<file path="config.mk">
export PLATFORM = sky130hd
export DESIGN_NAME = checker_stream_arbiter
export DESIGN_NICKNAME = d
export VERILOG_FILES = /design/src/rtl/checker_stream_arbiter.sv
export SDC_FILE = /design/constraint.sdc
export NUM_CORES = 1
export LEC_CHECK = 0
export CAP_MARGIN = 0
export CELL_PAD_IN_SITES_DETAIL_PLACEMENT = 0
export CELL_PAD_IN_SITES_GLOBAL_PLACEMENT = 2
export CORE_MARGIN = 2
export CORE_UTILIZATION = 35
export DETAILED_ROUTE_END_ITERATION = 16
export GPL_TIMING_DRIVEN = 0
export PLACE_DENSITY = 0.64
export SLEW_MARGIN = 20
export SYNTH_ARGS = -nofsm -noshare
export SYNTH_HDL_FRONTEND = slang
export SYNTH_SLANG_ARGS = --single-unit
</file>
<file path="constraint.sdc">
create_clock -name clk -period 3.8 [get_ports clk]
set_input_delay 0.76 -clock clk [delete_from_list [all_inputs] [get_ports clk]]
set_output_delay 0.76 -clock clk [all_outputs]
set_load 0.02 [all_outputs]
</file>
<file path="src/rtl/checker_stream_arbiter.sv">
// Two-channel message scheduler in front of a single cpu_checker.
// Each channel buffers characters in its own FIFO, and only messages ending in '#' are streamed to the checker.
module checker_stream_arbiter #(
  parameter int unsigned DEPTH     = 64,
  parameter logic [7:0]  IDLE_CHAR = 8'h20
) (
  input  logic       clk,
  input  logic       reset,
  input  logic [7:0] in0_char,
  input  logic       in0_valid,
  output logic       in0_ready,
  input  logic [7:0] in1_char,
  input  logic       in1_valid,
  output logic       in1_ready,
  output logic [7:0] chk_char,
  input  logic [1:0] chk_format_type,
  input  logic [3:0] chk_error_code,
  output logic       res_valid,
  output logic       res_chan,
  output logic [1:0] res_format_type,
  output logic [3:0] res_error_code,
  output logic       ovf0,
  output logic       ovf1
);

  localparam int unsigned AW   = $clog2(DEPTH);
  localparam int unsigned CW   = AW + 1;
  localparam logic [7:0]  HASH = 8'h23;

  typedef enum logic [1:0] {S_IDLE, S_SEND, S_WAIT} state_t;

  state_t state_q, state_d;
  logic   grant_q, grant_d;
  logic   capture_c;

  logic       res_valid_q, res_chan_q;
  logic [1:0] res_fmt_q;
  logic [3:0] res_err_q;

  logic [1:0][7:0] in_char_c, head_c;
  logic [1:0]      in_valid_c, ready_c, push_c, pop_c, flush_c, req_c, granted_c, ovf_c;

  assign in_char_c  = {in1_char, in0_char};
  assign in_valid_c = {in1_valid, in0_valid};

  // Per-channel FIFO, buffered-'#' counter and overflow flush
  for (genvar g = 0; g < 2; g++) begin : g_chan
    logic [7:0]    mem_q [DEPTH];
    logic [AW-1:0] wr_q, rd_q;
    logic [CW-1:0] cnt_q, cnt_d, msg_q, msg_d;
    logic          ovf_q, inc, dec;

    assign head_c[g]    = mem_q[rd_q];
    assign ready_c[g]   = (cnt_q != CW'(DEPTH));
    assign granted_c[g] = (state_q == S_SEND) && (grant_q == 1'(g));
    assign pop_c[g]     = granted_c[g];
    // A full FIFO with no complete message can never drain, so it is discarded
    assign flush_c[g]   = !ready_c[g] && (msg_q == '0) && !granted_c[g];
    assign push_c[g]    = in_valid_c[g] && ready_c[g] && !flush_c[g];
    assign req_c[g]     = (msg_q != '0);
    assign ovf_c[g]     = ovf_q;

    assign inc   = push_c[g] && (in_char_c[g] == HASH);
    assign dec   = pop_c[g] && (head_c[g] == HASH);
    assign cnt_d = cnt_q + CW'(push_c[g]) - CW'(pop_c[g]);
    assign msg_d = msg_q + CW'(inc) - CW'(dec);

    always_ff @(posedge clk) begin
      if (push_c[g]) mem_q[wr_q] <= in_char_c[g];
    end

    always_ff @(posedge clk or posedge reset) begin
      if (reset) begin
        wr_q  <= '0;
        rd_q  <= '0;
        cnt_q <= '0;
        msg_q <= '0;
        ovf_q <= 1'b0;
      end else if (flush_c[g]) begin
        wr_q  <= '0;
        rd_q  <= '0;
        cnt_q <= '0;
        msg_q <= '0;
        ovf_q <= 1'b1;
      end else begin
        if (push_c[g]) wr_q <= wr_q + AW'(1);
        if (pop_c[g])  rd_q <= rd_q + AW'(1);
        cnt_q <= cnt_d;
        msg_q <= msg_d;
        ovf_q <= 1'b0;
      end
    end
  end

  // grant_q doubles as the round-robin pointer; resetting it to 1 favours channel 0
  always_ff @(posedge clk or posedge reset) begin
    if (reset) begin
      state_q <= S_IDLE;
      grant_q <= 1'b1;
    end else begin
      state_q <= state_d;
      grant_q <= grant_d;
    end
  end

  always_comb begin
    state_d   = state_q;
    grant_d   = grant_q;
    chk_char  = IDLE_CHAR;
    capture_c = 1'b0;
    case (state_q)
      S_IDLE: begin
        if (|req_c) begin
          state_d = S_SEND;
          grant_d = (&req_c) ? !grant_q : req_c[1];
        end
      end
      S_SEND: begin
        chk_char = head_c[grant_q];
        if (head_c[grant_q] == HASH) state_d = S_WAIT;
      end
      S_WAIT: begin
        capture_c = 1'b1;
        state_d   = S_IDLE;
      end
      default: state_d = S_IDLE;
    endcase
  end

  // Verdict capture; fields hold until the next message completes
  always_ff @(posedge clk or posedge reset) begin
    if (reset) begin
      res_valid_q <= 1'b0;
      res_chan_q  <= 1'b0;
      res_fmt_q   <= '0;
      res_err_q   <= '0;
    end else begin
      res_valid_q <= capture_c;
      if (capture_c) begin
        res_chan_q <= grant_q;
        res_fmt_q  <= chk_format_type;
        res_err_q  <= chk_error_code;
      end
    end
  end

  assign in0_ready       = ready_c[0];
  assign in1_ready       = ready_c[1];
  assign ovf0            = ovf_c[0];
  assign ovf1            = ovf_c[1];
  assign res_valid       = res_valid_q;
  assign res_chan        = res_chan_q;
  assign res_format_type = res_fmt_q;
  assign res_error_code  = res_err_q;

endmodule

</file>
==> metrics.txt, run 1 <==
status complete, but fails checks; violated checks DRC, setup timing; first-pass GRT wire length between 150 and 200 mm; Yosys cell types 71; IO buf count 45; Pwr Total roughly 42000 µW; drt drc 3; cell area after layout between 50000 and 60000 µm²; post-route clock period utilization 1.16; drt wl/cell just under 30 µm; DIE AREA approximately 130000 µm²; GP Congestion ~0.83; DRT antenna net count 0; initial core utilization 0.353; share of layout cells above drive strength 1 0.342; Crit Path Category reg2out; CTS Buffer Depth 3; CP startpoint g_chan[0].rd_q[0]; Pre-antenna DRT Iters 13; fill count 10831; VDD IR max ~450 µV; Seq/Total Area, Yosys 0.742; GRT Total Usage 0.202; mapped cell area roughly 44000 µm²; total number of vias about 24000; Final min period ~4400 ps; CP arrival approximately 3600 ps; vias in the first global route approximately 24000; largest net degree at the start of global routing between 60 and 70; Worst Hold Class in2async; DIE WIDTH 357 µm; DRT iter0 DRCs ~2500; total CTS buffers between 100 and 150; CP startpoint kind flip-flop; Crit. End Element output pin; fin util 0.431; row count 129; Setup Viol. Count Final 19; Post-synth EDFFs 1024; Worst Skew between 20 and 30 ps; register bit total from synthesis approximately 1100; Layout Nets about 2700; Syn Area/Cell about 19 µm²; ys async rst share 0.0597; cells after synthesis 2334; unrepaired setup endpoints after global routing true; placed instance area 46300 µm²; initial antenna violation count 2; total core area 124000 µm²; Final WS setup -599 ps; Worst Tran Pin Value 1190 ps; area share of the largest cell type after synthesis 0.704; P&R area growth vs syn 22.1%; clk root buf clkbuf_16; Leakage 0.0173 µW; Max-Cap Viols 0; Hold-fix buffers, CTS 0; Slew Viols, Final 0; PwrDens 779 nW/µm²; # clock sinks 1089; syn nets about 2400; Ant. Diodes 0; grt ovf 0; Via density approximately 5.5; warnings from Yosys 0; dpl hpwl a little over 80 mm; Area contributors post-synth edfxtp_1, mux4_2, dfrtp_1, mux2i_1, nor2_1; Setup TNS Final -6890 ps; IO Pins 46; Die Height ~360 µm; largest area contributor in the netlist edfxtp_1; largest fanout on the critical path 10; FMAX roughly 230 MHz; Hold Vio Cnt, Final 0; top_reg_cell synth edfxtp_1; CTS tree built; Worst-path clk slew 60 ps; RR Startpoint g_chan[1].rd_q[0]; slew margin rel. 0.205; Detailed Route WL between 100 and 150 mm; Worst EP required just over 3000 ps; H-Tree Depth 3; worst skew pair latency 740 ps
[final cells by class]
| type | count | area, µm² | area share |
|---|---|---|---|
| inverter | 42 | 164 | 0.00308 |
| buffer | 123 | 1420 | 0.0266 |
| timing repair buffer | 157 | 1580 | 0.0296 |
| clock buffer | 141 | 3010 | 0.0564 |
| tap | 1637 | 2050 | 0.0384 |
| multi-input combinational | 1078 | 11900 | 0.224 |
| clock inverter | 74 | 773 | 0.0145 |
| sequential | 1089 | 32400 | 0.608 |
[path summary, 6_finish.rpt]
check / depth (start not counted) / endpoint / slack, ps
max in group asynchronous: 3 / grant_q / 2870
hold / removal: 2 / ovf1 / 330
min in group clk: 1 / g_chan[0].mem_q[1][4] / 450
hold reg to reg: 1 / res_chan / 510
setup reg to reg: 21 / g_chan[1].msg_q[6] / -550
setup / recovery: 14 / chk_char[7] / -600
[cells by family (layout without fill, tap and decap cells)]
group	after synthesis	after routing	share of synthesized area
simple gates	380	380	0.0399
xor+xnor	27	27	0.00542
flops	1089	1089	0.742
fa+ha+maj	44	44	0.0133
mux	336	336	0.132
buf+inv	167	537	0.0210
compound gates	291	291	0.0470
[Yosys cell counts, drive strengths merged (16+ instances only)]
library cell / count
o22ai: 24
edfxtp: 1024
ha: 40
a211oi: 16
clkbuf: 53
mux2i: 132
mux4: 189
nand3: 25
o21ai: 32
o221ai: 32
a22oi: 54
nand2: 63
a21oi: 62
inv: 40
nor2: 195
buf: 72
dfrtp: 64
nor2b: 23
a22o: 17
[cell usage in the layout (no fill, tap or decap), types with 36 or more instances in the layout]
cell	Yosys	final
mux4_2	188	189
mux2i_1	132	114
dfrtp_1	64	62
nor2_1	195	86
clkbuf_16	0	115
buf_12	2	38
nor2_2	0	94
edfxtp_1	1024	1024
buf_4	14	111
nand2_1	62	59
ha_1	40	36
a21oi_1	62	41
clkbuf_1	52	43
[metal layers]
metal / GRT usage / routed length (µm) / up-vias / share of wire
li1: - / - / 10019 / -
met1: 0.265 / 52800 / 12803 / 0.41
met2: 0.351 / 65600 / 723 / 0.51
met3: 0.0318 / 6970 / 185 / 0.054
met4: 0.0534 / 3370 / 2 / 0.026
met5: 0 / 8 / - / 0.000062
[power by group]
group	internal [µW]	switching, µW
clock network	6570	4770
logic	6930	9090
registers	13800	325
[timing repair]
item,CTS,global route
cloned,3,0
buffers inserted,66,46
pin swaps,78,70
gates resized for setup,403,191
endpoints found under the setup margin,208,553
[worst max-delay path, stage by stage, from the launching register on]
cell and delay, ps:
dfrtp_1 410, buf_12 170, buf_16 140, buf_16 140, buf_8 160, mux2i_1 130, o221ai_2 250, a21oi_1 140
a22oi_2 400, buf_4 200, o22a_1 130, o211ai_1 90, buf_4 160, nor2_4 200, buf_6 160
[through the flow]
step / worst slack (ps) / instances / hold slack (ps)
2_1_floorplan: 12.2 / 2334 / 463
3_3_place_gp: -1870 / 4016 / 490
3_5_place_dp: -1850 / 4020 / 499
4_1_cts: -632 / 4299 / 269
5_1_grt: -758 / 4341 / 320
6_report: -599 / 4341 / 329
[registers in the layout, indices dropped and copies added (netlist names), 2 cells and up]
register and flops:
g_chan.mem_q 1024, g_chan.cnt_q 14, g_chan.rd_q 12, state_q 2, res_format_type 2, g_chan.msg_q 14, g_chan.wr_q 12, res_error_code 4
Note: power is estimated with default switching activity, not from simulation.
==> run 2, diff against run 1 <==
Settings changed: CAP_MARGIN 0 to 5.
==> results of run 2 <==
Final layout, timing and power as in run 1 (identical DEF).
